`src/rtl/alu_pkg.sv`:
```
`timescale 1ns/1ps
`default_nettype none
// ------------------------------------------------------------------
// alu_pkg: ALU opcodes, capture count and arbiter state encoding.
// Revision: 1.0
// ------------------------------------------------------------------
package alu_pkg;
   localparam logic [1:0] ALU_ADD = 2'd0;
   localparam logic [1:0] ALU_SUB = 2'd1;
   localparam logic [1:0] ALU_MUL = 2'd2;
   localparam logic [1:0] ALU_SHL = 2'd3;

   // Result lands one edge after the operands, zero flag one edge later.
   localparam logic [1:0] ALU_CAPTURE_CNT = 2'd2;

   localparam logic [1:0] IDLE = 2'd0;
   localparam logic [1:0] EXEC = 2'd1;
   localparam logic [1:0] RESP = 2'd2;
endpackage
`default_nettype wire

```
`src/rtl/alu_arbiter_rr_arbiter2.sv`:
```
`timescale 1ns/1ps
`default_nettype none
// ------------------------------------------------------------------
// rr_arbiter2: combinational two-way round-robin grant.
// Revision: 1.0
// ------------------------------------------------------------------
module rr_arbiter2
   import alu_pkg::*;
(
   input  logic [1:0] req_valid_i,
   input  logic       last_i,
   output logic [1:0] grant_o
);

   // On contention the requester that did not win last time gets the grant.
   always_comb begin
      grant_o = 2'b00;
      case (req_valid_i)
         2'b01:   grant_o = 2'b01;
         2'b10:   grant_o = 2'b10;
         2'b11:   grant_o = last_i ? 2'b01 : 2'b10;
         default: grant_o = 2'b00;
      endcase
   end

endmodule
`default_nettype wire

```
`src/rtl/alu_arbiter.sv`:
```
`timescale 1ns/1ps
`default_nettype none
// ------------------------------------------------------------------
// alu_arbiter: shares one registered-output ALU between two requesters.
// Revision: 1.0
// ------------------------------------------------------------------
module alu_arbiter
   import alu_pkg::*;
#(
   parameter int N = 8
) (
   input  logic         clk,
   input  logic         rst,
   input  logic [1:0]   req_valid_i,
   output logic [1:0]   req_ready_o,
   input  logic [1:0]   req_op0_i,
   input  logic [N-1:0] req_a0_i,
   input  logic [N-1:0] req_b0_i,
   input  logic [1:0]   req_op1_i,
   input  logic [N-1:0] req_a1_i,
   input  logic [N-1:0] req_b1_i,
   output logic [N-1:0] alu_in1_o,
   output logic [N-1:0] alu_in2_o,
   output logic [1:0]   alu_op_o,
   input  logic [N-1:0] alu_out_i,
   input  logic         alu_z_i,
   output logic         resp_valid_o,
   input  logic         resp_ready_i,
   output logic [N-1:0] resp_data_o,
   output logic         resp_zero_o,
   output logic         resp_id_o,
   output logic         busy_o
);

   logic [1:0]   state_q, state_d;
   logic [1:0]   cnt_q;
   logic         last_q;
   logic         id_q;
   logic [N-1:0] in1_q, in2_q;
   logic [1:0]   op_q;
   logic [N-1:0] resp_data_q;
   logic         resp_zero_q;
   logic         resp_valid_q;

   logic [1:0]   grant;
   logic         accept;
   logic         sel;
   logic         capture;

   rr_arbiter2 u_rr (
      .req_valid_i (req_valid_i),
      .last_i      (last_q),
      .grant_o     (grant)
   );

   assign accept  = |(req_valid_i & req_ready_o);
   assign sel     = grant[1];
   assign capture = (state_q == EXEC) && (cnt_q == ALU_CAPTURE_CNT);

   always_ff @(posedge clk) begin
      if (rst) begin
         state_q <= IDLE;
      end else begin
         state_q <= state_d;
      end
   end

   always_comb begin
      state_d = state_q;
      case (state_q)
         IDLE:    if (accept)       state_d = EXEC;
         EXEC:    if (capture)      state_d = RESP;
         RESP:    if (resp_ready_i) state_d = IDLE;
         default:                   state_d = IDLE;
      endcase
   end

   always_comb begin
      req_ready_o = (state_q == IDLE) ? grant : 2'b00;
      busy_o      = (state_q != IDLE);
   end

   // Operands stay frozen from accept until the next accept, so the ALU
   // sees stable inputs for the whole result/zero-flag pipeline.
   always_ff @(posedge clk) begin
      if (rst) begin
         cnt_q        <= 2'd0;
         last_q       <= 1'b1;
         id_q         <= 1'b0;
         in1_q        <= '0;
         in2_q        <= '0;
         op_q         <= 2'd0;
         resp_data_q  <= '0;
         resp_zero_q  <= 1'b0;
         resp_valid_q <= 1'b0;
      end else begin
         if (accept) begin
            in1_q  <= sel ? req_a1_i  : req_a0_i;
            in2_q  <= sel ? req_b1_i  : req_b0_i;
            op_q   <= sel ? req_op1_i : req_op0_i;
            id_q   <= sel;
            last_q <= sel;
            cnt_q  <= 2'd0;
         end
         if (state_q == EXEC) begin
            cnt_q <= cnt_q + 2'd1;
         end
         if (capture) begin
            resp_data_q  <= alu_out_i;
            resp_zero_q  <= alu_z_i;
            resp_valid_q <= 1'b1;
         end
         if ((state_q == RESP) && resp_ready_i) begin
            resp_valid_q <= 1'b0;
         end
      end
   end

   assign alu_in1_o    = in1_q;
   assign alu_in2_o    = in2_q;
   assign alu_op_o     = op_q;
   assign resp_valid_o = resp_valid_q;
   assign resp_data_o  = resp_data_q;
   assign resp_zero_o  = resp_zero_q;
   assign resp_id_o    = id_q;

endmodule
`default_nettype wire

```
`config.mk`:
```
export PLATFORM = sky130hd
export DESIGN_NAME = alu_arbiter
export DESIGN_NICKNAME = d
export VERILOG_FILES = /design/src/rtl/alu_pkg.sv /design/src/rtl/alu_arbiter_rr_arbiter2.sv /design/src/rtl/alu_arbiter.sv
export SDC_FILE = /design/constraint.sdc
export NUM_CORES = 1
export LEC_CHECK = 0
export CAP_MARGIN = 20
export CELL_PAD_IN_SITES_DETAIL_PLACEMENT = 0
export CELL_PAD_IN_SITES_GLOBAL_PLACEMENT = 1
export CORE_MARGIN = 4
export CORE_UTILIZATION = 30
export CTS_CLUSTER_DIAMETER = 30
export DETAILED_ROUTE_END_ITERATION = 7
export GPL_ROUTABILITY_DRIVEN = 0
export GPL_TIMING_DRIVEN = 0
export PLACE_DENSITY_LB_ADDON = 0.1
export SYNTH_ARGS = -nofsm -noshare
export SYNTH_HDL_FRONTEND = slang
export SYNTH_SLANG_ARGS = --single-unit
```
`constraint.sdc`:
```
create_clock -name clk -period 1.7 [get_ports clk]
set_clock_uncertainty 0.2 [all_clocks]
set_input_delay 0.34 -clock clk [delete_from_list [all_inputs] [get_ports clk]]
set_output_delay 0.34 -clock clk [all_outputs]
set_load 0.1 [all_outputs]
```
## Word level (Yosys, flattened, before mapping)

Index checks and enable logic that the tools add are counted.

- Input bits: 50
- Word-level logic and storage cells: 41
- Flip-flop bits (word level): 34
- Output and inout port bits: 32

- Bitwise operators: 1
- Add/sub/neg operators: 1
- Eq/ne operators: 9
- Reduce and logical (&&, ||, !) cells: 8
- Mux-type cells: 12

Operators by type and width:

| cell | number |
|---|---|
| 2-bit two-way mux | 8 |
| 8-bit two-way mux | 2 |
| 2-bit one-hot mux with 3 select lines | 2 |
| 2-bit equality test (second input constant) | 4 |
| 2-bit inequality test (second input constant) | 3 |
| 2-bit by 1-bit equality test with 1-bit output (second input constant) | 2 |
| 2-bit nonzero test | 2 |
| 2-bit OR reduction | 2 |
| 3-bit AND reduction | 1 |
| 2-bit by 1-bit adder with 2-bit output (second input constant) | 1 |
| 2-bit bitwise AND | 1 |
| 1-bit logical AND | 2 |
| 2-bit logical NOT | 1 |

## Longest topological paths before layout

Gate-level depths: netlist of run 1.

- Depth in word-level cells: 7
- Gate-level depth with buffers: 5
- Depth with buffers taken out: 5

## Cells and area by module

From an unflattened synthesis of run 1, not the netlist that was laid out.

- Cell total of the unflattened synthesis: 153
- Area total of the unflattened synthesis: 1,695.4 um^2

Modules (own cells, without submodules):

| module | cells an instance | times used | area each (um^2) | sequential area each (um^2) |
|---|---|---|---|---|
| alu_arbiter | 150 | 1 | 1,676.6 | 680.7 |
| rr_arbiter2 | 3 | 1 | 18.8 | 0.0 |

## Least setup slack after synthesis of run 1

OpenSTA, ideal clock, no wires.

- Path type: register to output
- Start: register state_q[0]
- End: output req_ready_o[0]
- Stages on the path, launching flop included: 5
- Data required time: 1.160 ns
- Path buffers: 1
- Data arrival time: 3.161 ns
- Path slack: -2.001 ns
- Cell sequence: dfxtp_1 nor2_2 inv_2 buf_2 nor3b_1

- Longest elaborated chain between the ends: 2

RTL lines:

| item | RTL line | text |
|---|---|---|
| start, declared | alu_arbiter.sv:35 | `logic [1:0] state_q, state_d;` |
| start signal, assigned | alu_arbiter.sv:64 | `state_q <= state_d;` |
| 2-bit logical NOT | alu_arbiter.sv:79 | `req_ready_o = (state_q == IDLE) ? grant : 2'b00;` |
| 2-bit two-way mux | alu_arbiter.sv:79 |  |
| end, declared | alu_arbiter.sv:15 | `output logic [1:0] req_ready_o,` |

Every way passes these cells.

## Worst setup path after layout of run 1

- Start: register last_q
- End: output req_ready_o[1]

- Longest elaborated chain between the ends: 3

RTL lines:

| item | RTL line | text |
|---|---|---|
| start, declared | alu_arbiter.sv:37 | `logic last_q;` |
| start signal, assigned | alu_arbiter.sv:102 | `last_q <= sel;` |
| 2-bit two-way mux | alu_arbiter_rr_arbiter2.sv:21 | `2'b11: grant_o = last_i ? 2'b01 : 2'b10;` |
| 2-bit one-hot mux with 3 select lines | alu_arbiter_rr_arbiter2.sv:18 | `case (req_valid_i)` |
| 2-bit two-way mux | alu_arbiter.sv:79 |  |

Every way passes these cells.

==> results of run 1 <==
-- kinds of logic after synthesis --
logic type                 count (synthesis)
and+or+nand+nor                           89
AOI/OAI and AO/OA                         39
DFF                                       34
buffers and inverters                     23
adders and majority gates                  1
-- per-layer routing --
metal | share of wire (%) | track usage, % | wire (um) | vias to the layer above
met5 | 0 | 0 | 0 | -
met4 | 0.83 | 3.45 | 45 | 0
met3 | 6.4 | 3.75 | 345 | 5
met2 | 45 | 22.6 | 2410 | 50
met1 | 48 | 21.0 | 2600 | 818
li1 | - | - | - | 876
-- registers in the layout, indices dropped and copies added (netlist names) --
register,count
alu_in1_o,8
alu_in2_o,8
alu_op_o,2
cnt_q,2
last_q,1
resp_data_o,8
resp_id_o,1
resp_valid_o,1
resp_zero_o,1
state_q,2
-- final timing paths --
| check | from | to | slack [ns] |
|---|---|---|---|
| max | last_q | req_ready_o[1] | -0.22 |
| min | rst | alu_in1_o[2] | 0.25 |
| max reg2reg | state_q[0] | alu_in2_o[6] | 0.12 |
| min reg2reg | resp_data_o[4] | resp_data_o[4] | 0.26 |
-- cell type report --
| class | instances | area [sq um] | area share [%] |
|---|---|---|---|
| flip-flops and latches | 34 | 689 | 24.3 |
| repair buffers | 89 | 753 | 26.5 |
| clock buffers | 6 | 82.6 | 2.91 |
| clock inverters | 1 | 30.0 | 1.06 |
| inverters | 3 | 16.3 | 0.573 |
| well taps | 75 | 93.8 | 3.31 |
| multi-input cells | 129 | 1010 | 35.4 |
| plain buffers | 19 | 166 | 5.86 |
-- layout by cell type (no fill, tap or decap), types with 2 or more instances in the layout --
cell,n
a21oi_1,23
buf_12,5
nand3_1,9
buf_6,7
clkbuf_1,6
dfxtp_4,2
nor3_2,3
clkdlybuf4s50_1,46
inv_4,2
nor3_1,15
buf_2,30
nor2b_1,3
clkdlybuf4s15_1,2
o21ai_0,2
o211ai_1,2
nand2b_1,3
buf_4,11
nand2_1,13
clkbuf_8,6
nor4_1,7
nor4_2,11
a21oi_2,10
nor4b_2,17
dfxtp_1,31
-- per-stage QoR --
| stage | instances | utilization [%] | instance area [sq um] |
|---|---|---|---|
| 2_1_floorplan | 186 | - | 1850 |
| 3_3_place_gp | 341 | 46.7 | 2750 |
| 3_5_place_dp | 341 | 46.7 | 2750 |
| 4_1_cts | 354 | 47.4 | 2790 |
| 5_1_grt | 356 | 48.2 | 2840 |
| 6_report | 356 | 48.2 | 2840 |
-- report_power, final --
part	internal (W)	leakage [nW]	switching, W	total (W)
combinational	0.000363	0.729	0.000717	0.00108
clock	0.000469	0.0573	0.000301	0.000770
sequential	0.000859	0.281	0.0000379	0.000897
-- repair_timing --
item,CTS,global route
pin swaps,2,0
gates resized for setup,181,8
setup endpoints to repair,35,6
buffers inserted,7,2
hold endpoints to repair,0,0
==> results.json, run 1 <==
{
  "status": "finished, violations left",
  "violations": "setup timing",
  "drv_slew": 0,
  "synthSimpleGateAreaFrac_pct": 39.2,
  "timing.setup.tns_ns": -0.431,
  "rows": 28,
  "nFillCells": 604,
  "holdBufCountCts": 0,
  "ir_worst_vdd_mv": 0.419,
  "p_total_w": 0.00275,
  "worst_hold_slack_ns": 0.252,
  "synthTopCellsByArea": "dfxtp_1 (37%), nor4b_2 (14%), nor4_2 (7.6%)",
  "cp_slowest_stage_delay_ns": 0.34,
  "timing.final.crit_share_pct": 113,
  "required_ns": 1.16,
  "antenna_found_initial": 0,
  "wl_um": 5390,
  "hold_viol": 0,
  "num_antenna_cells": 0,
  "synthAdderAreaFrac_pct": 0.688,
  "fp.dieW_um": 85.8,
  "yosysWarnings": 0,
  "crit_slowest_cell": "dfxtp_2",
  "yosysSeqAreaShare_pct": 37.4,
  "critPathLaunchType": "register",
  "clock-sinks": 34,
  "io_buffers": 80,
  "synth_xor_area_share_pct": 0,
  "vias": 1749,
  "insertion_delay_ns": 0.28,
  "h-tree-depth": 2,
  "chipHeight_um": 85.8,
  "synth_cell_types": 30,
  "synthDominantCellAreaShare_pct": 37.4,
  "synth_compound_area_share_pct": 13.6,
  "holdPathStages": 2,
  "grt.overflow.total": 0,
  "synthMostInstantiatedCell": "dfxtp_1",
  "async_flop_share_pct": 0,
  "cts_root_buffer": "clkbuf_8",
  "dpl_worst_slack_ns": -1.53,
  "dr.first_iter.drc_count": 37,
  "rsz0062_at_grt": "yes",
  "crit_cells": 5,
  "vias_per_cell": 4.91,
  "max-clock-path-buffers": 2,
  "syn_nets": 237,
  "drv_cap": 0,
  "die_area_sq_um": 7370,
  "layout-drive-gt1-share_pct": 39.5,
  "grt_pass1_vias": 1741,
  "grt_usage_pct": 14.8,
  "grt_pass1_wl_um": 8650,
  "clock.fmax_mhz": 521,
  "grt_max_degree": 12,
  "worstSetupPathType": "register to output pin",
  "synth_enable_flop_cells": 0,
  "synthMuxAreaShare_pct": 0,
  "critPathArrivalTime_ns": 1.38,
  "ys.flop_type": "dfxtp_1",
  "p_leak_nw": 1.07,
  "cellPowerDensity_nw_per_um2": 968,
  "hpwl_um": 3870,
  "first_pass_iters": 4,
  "reg2reg_depth": 7,
  "crit_buf_inv": 3,
  "design.core.area_sq_um": 5890,
  "synthTopCellsByCount": "dfxtp_1 (34), a21oi_1 (23), nor3_1 (18), nor4b_2 (17), nand2_1 (13)",
  "wire_per_inst_um": 15.1,
  "worstSetupEndpointType": "output pin",
  "maxSlewHeadroom_pct": 57.8,
  "avgSynthCellArea_sq_um": 9.77,
  "layout.nets": 332,
  "ant_nets": 0,
  "cts_tree": "yes",
  "crit_path_max_fanout": 3,
  "syn_area_sq_um": 1820,
  "drc": 0,
  "tightest_slew_ns": 0.633,
  "syn2layout_area_growth_pct": 56.1,
  "setup_viol": 2,
  "fin_ws_ns": -0.221,
  "synthCells": 186,
  "yosys.area.top_type": "dfxtp_1",
  "cts.reportedPaths.clkPinSlew_ns": 0.07,
  "cts-buffers-inserted": 5,
  "io_pins": 82,
  "start_util_pct": 30.9,
  "period_minus_slack_ns": 1.92,
  "path_cells": "a21bo_1, buf_6, or2_4, inv_4, buf_12",
  "hold_path_class": "primary input to register",
  "cpLargestDelayFamily": "flip-flops",
  "synth_seq_cells": 34,
  "synth_top_family_by_area": "simple AND/OR/NAND/NOR gates"
}
Power figures use the tool's default switching activity.
==> run 2, diff against run 1 <==
--- a/config.mk
+++ b/config.mk
@@ -5,7 +5,7 @@
 export SDC_FILE = /design/constraint.sdc
 export NUM_CORES = 1
 export LEC_CHECK = 0
-export CAP_MARGIN = 20
+export CAP_MARGIN = 15
 export CELL_PAD_IN_SITES_DETAIL_PLACEMENT = 0
 export CELL_PAD_IN_SITES_GLOBAL_PLACEMENT = 1
 export CORE_MARGIN = 4
@@ -15,6 +15,7 @@
 export GPL_ROUTABILITY_DRIVEN = 0
 export GPL_TIMING_DRIVEN = 0
 export PLACE_DENSITY_LB_ADDON = 0.1
+export SETUP_SLACK_MARGIN = 0.5
 export SYNTH_ARGS = -nofsm -noshare
 export SYNTH_HDL_FRONTEND = slang
 export SYNTH_SLANG_ARGS = --single-unit
==> run 2 against run 1 <==
  * The flow still finishes with violations (setup timing)
  * Register-to-register slack got worse by 0.17 ns
  * Cell count increased by 9.0%
  * Sequential share of layout area down 6.0 points
  * First-iteration DRC count shrank 11%
  * Maximum frequency down 0.74%
  * Cell area rose by 42%
  * Clock power down 24%
  * Count of clock-buffer cells in the layout is the same
  * Die area unchanged
  * Critical endpoint unchanged
  * Largest cell class is now non-clock buffers
==> results.json, run 2 (synthesis results as in run 1) <==
{
  "status": "finished, violations left",
  "violations": "setup timing",
  "vias_per_cell": 4.98,
  "clock-sinks": 34,
  "worstSetupPathType": "primary input to output pin",
  "first_pass_iters": 4,
  "nFillCells": 459,
  "vias": 1934,
  "dr.first_iter.drc_count": 33,
  "dpl_worst_slack_ns": -1.48,
  "num_antenna_cells": 0,
  "start_util_pct": 30.9,
  "clockPowerShare_pct": 19.1,
  "pwr-share-comb_pct": 50.4,
  "clock.fmax_mhz": 517,
  "required_ns": 1.16,
  "grt_pass1_wl_um": 9590,
  "h-tree-depth": 2,
  "timing.final.crit_share_pct": 114,
  "period_minus_slack_ns": 1.94,
  "max-clock-path-buffers": 2,
  "grt_max_degree": 12,
  "fp.dieW_um": 85.8,
  "drv_cap": 0,
  "fin_ws_ns": -0.235,
  "io_pins": 82,
  "p_leak_nw": 1.51,
  "cts_tree": "yes",
  "crit_path_max_fanout": 4,
  "drc": 0,
  "ant_nets": 0,
  "layout.nets": 363,
  "seqPwrFrac_pct": 30.5,
  "tightest_slew_ns": 0.378,
  "chipHeight_um": 85.8,
  "grt_pass1_vias": 1948,
  "hold_path_class": "primary input to register",
  "insertion_delay_ns": 0.29,
  "cts.reportedPaths.clkPinSlew_ns": 0.07,
  "final_cell_mix": "clkdlybuf4s50_1 (46), buf_12 (39), dfxtp_2 (27)",
  "hold_viol": 0,
  "cts-buffers-inserted": 5,
  "ir_worst_vdd_mv": 0.467,
  "die_area_sq_um": 7370,
  "switching_power_w": 0.00120,
  "swShare_pct": 39.2,
  "placed_cell_area_sq_um": 2840,
  "cts_root_buffer": "clkbuf_8",
  "wl_um": 6390,
  "grt_usage_pct": 16.5,
  "layout-drive-gt1-share_pct": 69.6,
  "critPathLaunchType": "primary input",
  "worstSetupEndpointType": "output pin",
  "rsz0062_at_grt": "yes",
  "io_buffers": 80,
  "syn2layout_area_growth_pct": 122,
  "grt.overflow.total": 0,
  "fin_area_sq_um": 4040,
  "cellPowerDensity_nw_per_um2": 760,
  "wire_per_inst_um": 16.5,
  "drv_slew": 0,
  "rows": 28,
  "maxSlewHeadroom_pct": 74.8,
  "post-route-util_pct": 68.6,
  "layout_commonest_cell": "clkdlybuf4s50_1",
  "critPathArrivalTime_ns": 1.40,
  "intPower_w": 0.00187,
  "hpwl_um": 3900,
  "setup_viol": 12,
  "design.core.area_sq_um": 5890,
  "antenna_found_initial": 0
}
run 2: cell types whose count changed in the layout (fill, tap and decap cells not counted), sizes merged:
cell | before | now
inv | 3 | 2
buf | 53 | 85
clkinv | 0 | 3
bufinv | 1 | 0
clkdlybuf4s15 | 2 | 1
run 2: critical path, stage by stage:
cell and delay [ns]:
clkdlybuf4s15_1 0.23, a21bo_1 0.23, buf_6 0.11, or2_4 0.25
clkinv_4 0.06, buf_12 0.16
run 2: power groups by stage:
stage	registers, W	clock network (W)	logic [W]
after global routing	0.000942	0.000647	0.00161
final	0.000936	0.000586	0.00155
after detailed placement	0.000929	0	0.00110
after global placement	0.000930	0	0.00109
after CTS	0.000936	0.000606	0.00142
after floorplan	0.00132	0	0.000404
run 2: per-layer routing:
layer	track usage, %	up-vias	routed length [um]
met5	0	-	0
li1	-	940	-
met4	4.75	0	99
met3	3.94	9	311
met1	21.1	929	2890
met2	27.6	56	3090
run 2: final timing paths:
path / end / cells after the start / slack (ns) / startpoint
worst min register to register: resp_data_o[0] / 2 / 0.28 / resp_data_o[0]
worst max register to register: alu_in2_o[5] / 8 / -0.05 / state_q[1]
worst min-delay path: resp_id_o / 4 / 0.27 / req_valid_i[1]
worst max-delay path: req_ready_o[1] / 6 / -0.24 / req_valid_i[0]
run 2: layout make-up:
| class | instances | area [sq um] | share of cell area (%) |
|---|---|---|---|
| clock buffer | 6 | 72.6 | 1.80 |
| buffer | 20 | 241 | 5.98 |
| multi-input combinational | 129 | 1360 | 33.7 |
| tap | 75 | 93.8 | 2.32 |
| timing repair buffer | 119 | 1500 | 37.2 |
| inverter | 3 | 18.8 | 0.465 |
| clock inverter | 2 | 10.0 | 0.248 |
| sequential | 34 | 737 | 18.2 |
run 2: repair_timing:
item / in CTS / in global routing
hold buffers: 0 / 0
gates resized for setup: 335 / 64
buffers inserted: 21 / 15
pin swaps: 9 / 15
cloned: 2 / 1
setup endpoints to repair: 66 / 66
run 2: stage by stage:
| step | total power (W) | cells | setup TNS [ns] | hold slack, ns |
|---|---|---|---|---|
| floorplan | 0.00172 | 186 | -0.440 | 0.261 |
| global placement | 0.00203 | 341 | -16.66 | 0.250 |
| detailed placement | 0.00203 | 341 | -16.79 | 0.253 |
| CTS | 0.00297 | 372 | -0.470 | 0.252 |
| global route | 0.00320 | 388 | -1.89 | 0.297 |
| finish | 0.00307 | 388 | -0.868 | 0.274 |
==> run 3, diff against run 2 <==
--- a/config.mk
+++ b/config.mk
@@ -8,8 +8,7 @@
 export CAP_MARGIN = 15
 export CELL_PAD_IN_SITES_DETAIL_PLACEMENT = 0
 export CELL_PAD_IN_SITES_GLOBAL_PLACEMENT = 1
-export CORE_MARGIN = 4
-export CORE_UTILIZATION = 30
+export CORE_UTILIZATION = 33
 export CTS_CLUSTER_DIAMETER = 30
 export DETAILED_ROUTE_END_ITERATION = 7
 export GPL_ROUTABILITY_DRIVEN = 0
==> constraint.sdc (replaced) <==
create_clock -name clk -period 2.3 [get_ports clk]
set_clock_uncertainty 0.2 [all_clocks]
set_input_delay 0.46 -clock clk [delete_from_list [all_inputs] [get_ports clk]]
set_output_delay 0.46 -clock clk [all_outputs]
set_load 0.1 [all_outputs]
==> run 3 against run 2 <==
  * The flow now finishes without violations
  * Combinational power shrank 48%
  * Global-route usage grew 2.1 points
  * Count of clock-buffer cells in the layout shrank 1
  * Clock power shrank 28%
  * Register-to-register slack gained 0.73 ns
  * Sequential power shrank 29%
  * First-iteration DRC count grew 120%
  * Utilization shrank 14 points
  * Highest routed layer unchanged
==> results.json, run 3 (synthesis results as in run 1) <==
{
  "status": "completed",
  "hold_viol": 0,
  "syn2layout_area_growth_pct": 55.3,
  "design.core.area_sq_um": 5200,
  "antenna_found_initial": 0,
  "p_leak_nw": 1.07,
  "wire_per_inst_um": 14.3,
  "critPathLaunchType": "register",
  "wl_um": 5090,
  "io_buffers": 80,
  "ant_nets": 0,
  "crit_buf_inv": 3,
  "cts-buffers-inserted": 5,
  "maxSlewHeadroom_pct": 58.3,
  "clock-sinks": 34,
  "cellPowerDensity_nw_per_um2": 668,
  "grt_max_degree": 11,
  "cts_root_buffer": "clkbuf_8",
  "max-clock-path-buffers": 2,
  "first_pass_iters": 4,
  "switching_power_w": 0.000775,
  "vias": 1747,
  "ir_worst_vdd_mv": 0.314,
  "crit_path_max_fanout": 3,
  "vias_per_cell": 4.92,
  "clock.fmax_mhz": 489,
  "post-route-util_pct": 54.2,
  "start_util_pct": 34.9,
  "drc": 0,
  "cp_slowest_stage_delay_ns": 0.34,
  "drv_cap": 0,
  "required_ns": 1.64,
  "layout_commonest_cell": "clkdlybuf4s50_1",
  "die_area_sq_um": 5810,
  "insertion_delay_ns": 0.28,
  "grt_pass1_wl_um": 8630,
  "hpwl_um": 3520,
  "layout-drive-gt1-share_pct": 40.0,
  "p_total_w": 0.00189,
  "cpLargestDelayFamily": "flip-flops",
  "cts_tree": "yes",
  "io_pins": 82,
  "timing.final.crit_share_pct": 88.9,
  "rows": 26,
  "holdBufCountCts": 0,
  "dr.first_iter.drc_count": 72,
  "worstSetupPathType": "register to output pin",
  "hold_path_class": "register to register",
  "critPathArrivalTime_ns": 1.38,
  "h-tree-depth": 2,
  "seqPwrFrac_pct": 35.3,
  "drv_slew": 0,
  "chipHeight_um": 76.2,
  "final_cell_mix": "clkdlybuf4s50_1 (46), buf_2 (32), dfxtp_1 (31)",
  "layout.nets": 336,
  "clockPowerShare_pct": 22.3,
  "setup_viol": 0,
  "fp.dieW_um": 76.2,
  "cts.reportedPaths.clkPinSlew_ns": 0.07,
  "period_minus_slack_ns": 2.04,
  "tightest_slew_ns": 0.625,
  "grt_usage_pct": 18.6,
  "pwr-share-comb_pct": 42.5,
  "swShare_pct": 41.1,
  "intPower_w": 0.00111,
  "path_cells": "a21bo_1, buf_6, or2_4, inv_12, buf_12",
  "worstSetupEndpointType": "output pin",
  "num_antenna_cells": 0,
  "grt_pass1_vias": 1727,
  "crit_slowest_cell": "dfxtp_2",
  "rsz0062_at_grt": "yes",
  "grt.overflow.total": 0
}
[run 3: layer usage]
layer  GRT usage, %  share of wire [%]  vias to the layer above
met2           28.1                 45                       55
met5              0                  0                        -
li1               -                  -                      885
met3           5.15                6.3                        4
met4           4.62               0.63                        0
met1           25.8                 48                      803
[run 3: metrics by stage]
step	area [sq um]	cells	worst slack, ns	hold slack, ns	setup TNS (ns)
2_1_floorplan	1850	186	-0.0804	0.261	-0.0804
3_3_place_gp	2740	336	-1.16	0.241	-2.54
3_5_place_dp	2740	336	-1.15	0.249	-2.54
4_1_cts	2800	352	0.196	0.257	0
5_1_grt	2820	355	0.205	0.274	0
6_report	2820	355	0.255	0.253	0
[run 3: power by group through the flow]
stage                     clock network (W)  registers (W)  logic [W]
after CTS                          0.000438       0.000665   0.000797
after detailed placement                  0       0.000679   0.000788
after global routing               0.000461       0.000672   0.000843
final                              0.000420       0.000665   0.000801
after global placement                    0       0.000679   0.000789
after floorplan                           0       0.000960   0.000285
[run 3: repair_timing]
action,CTS,global route
setup buffers,9,3
endpoints found under the setup margin,36,3
pin swaps,4,2
resized for setup,193,1
[run 3: path summary, 6_finish.rpt]
kind / from / cells past startpoint / end / slack [ns]
max: last_q / 5 / req_ready_o[1] / 0.26
min: resp_data_o[4] / 2 / resp_data_o[4] / 0.25
max reg2reg: state_q[1] / 7 / alu_in2_o[4] / 0.68
min reg2reg: resp_data_o[4] / 2 / resp_data_o[4] / 0.25
[run 3: layout make-up]
| class | instances | area, sq um |
|---|---|---|
| clock inverter | 2 | 10.0 |
| buffer | 20 | 180 |
| multi-input combinational | 129 | 993 |
| inverter | 3 | 26.3 |
| sequential | 34 | 687 |
| clock buffer | 5 | 68.8 |
| fill | 503 | 2380 |
| timing repair buffer | 92 | 769 |
| tap | 70 | 87.6 |
[run 3: worst reg2reg max path: stages (launching register included)]
cell and delay, ns:
dfxtp_4 0.35, nor2_4 0.13, inv_4 0.06, buf_4 0.12, buf_4 0.12, buf_6 0.14, nor4b_2 0.31, nor4_2 0.06
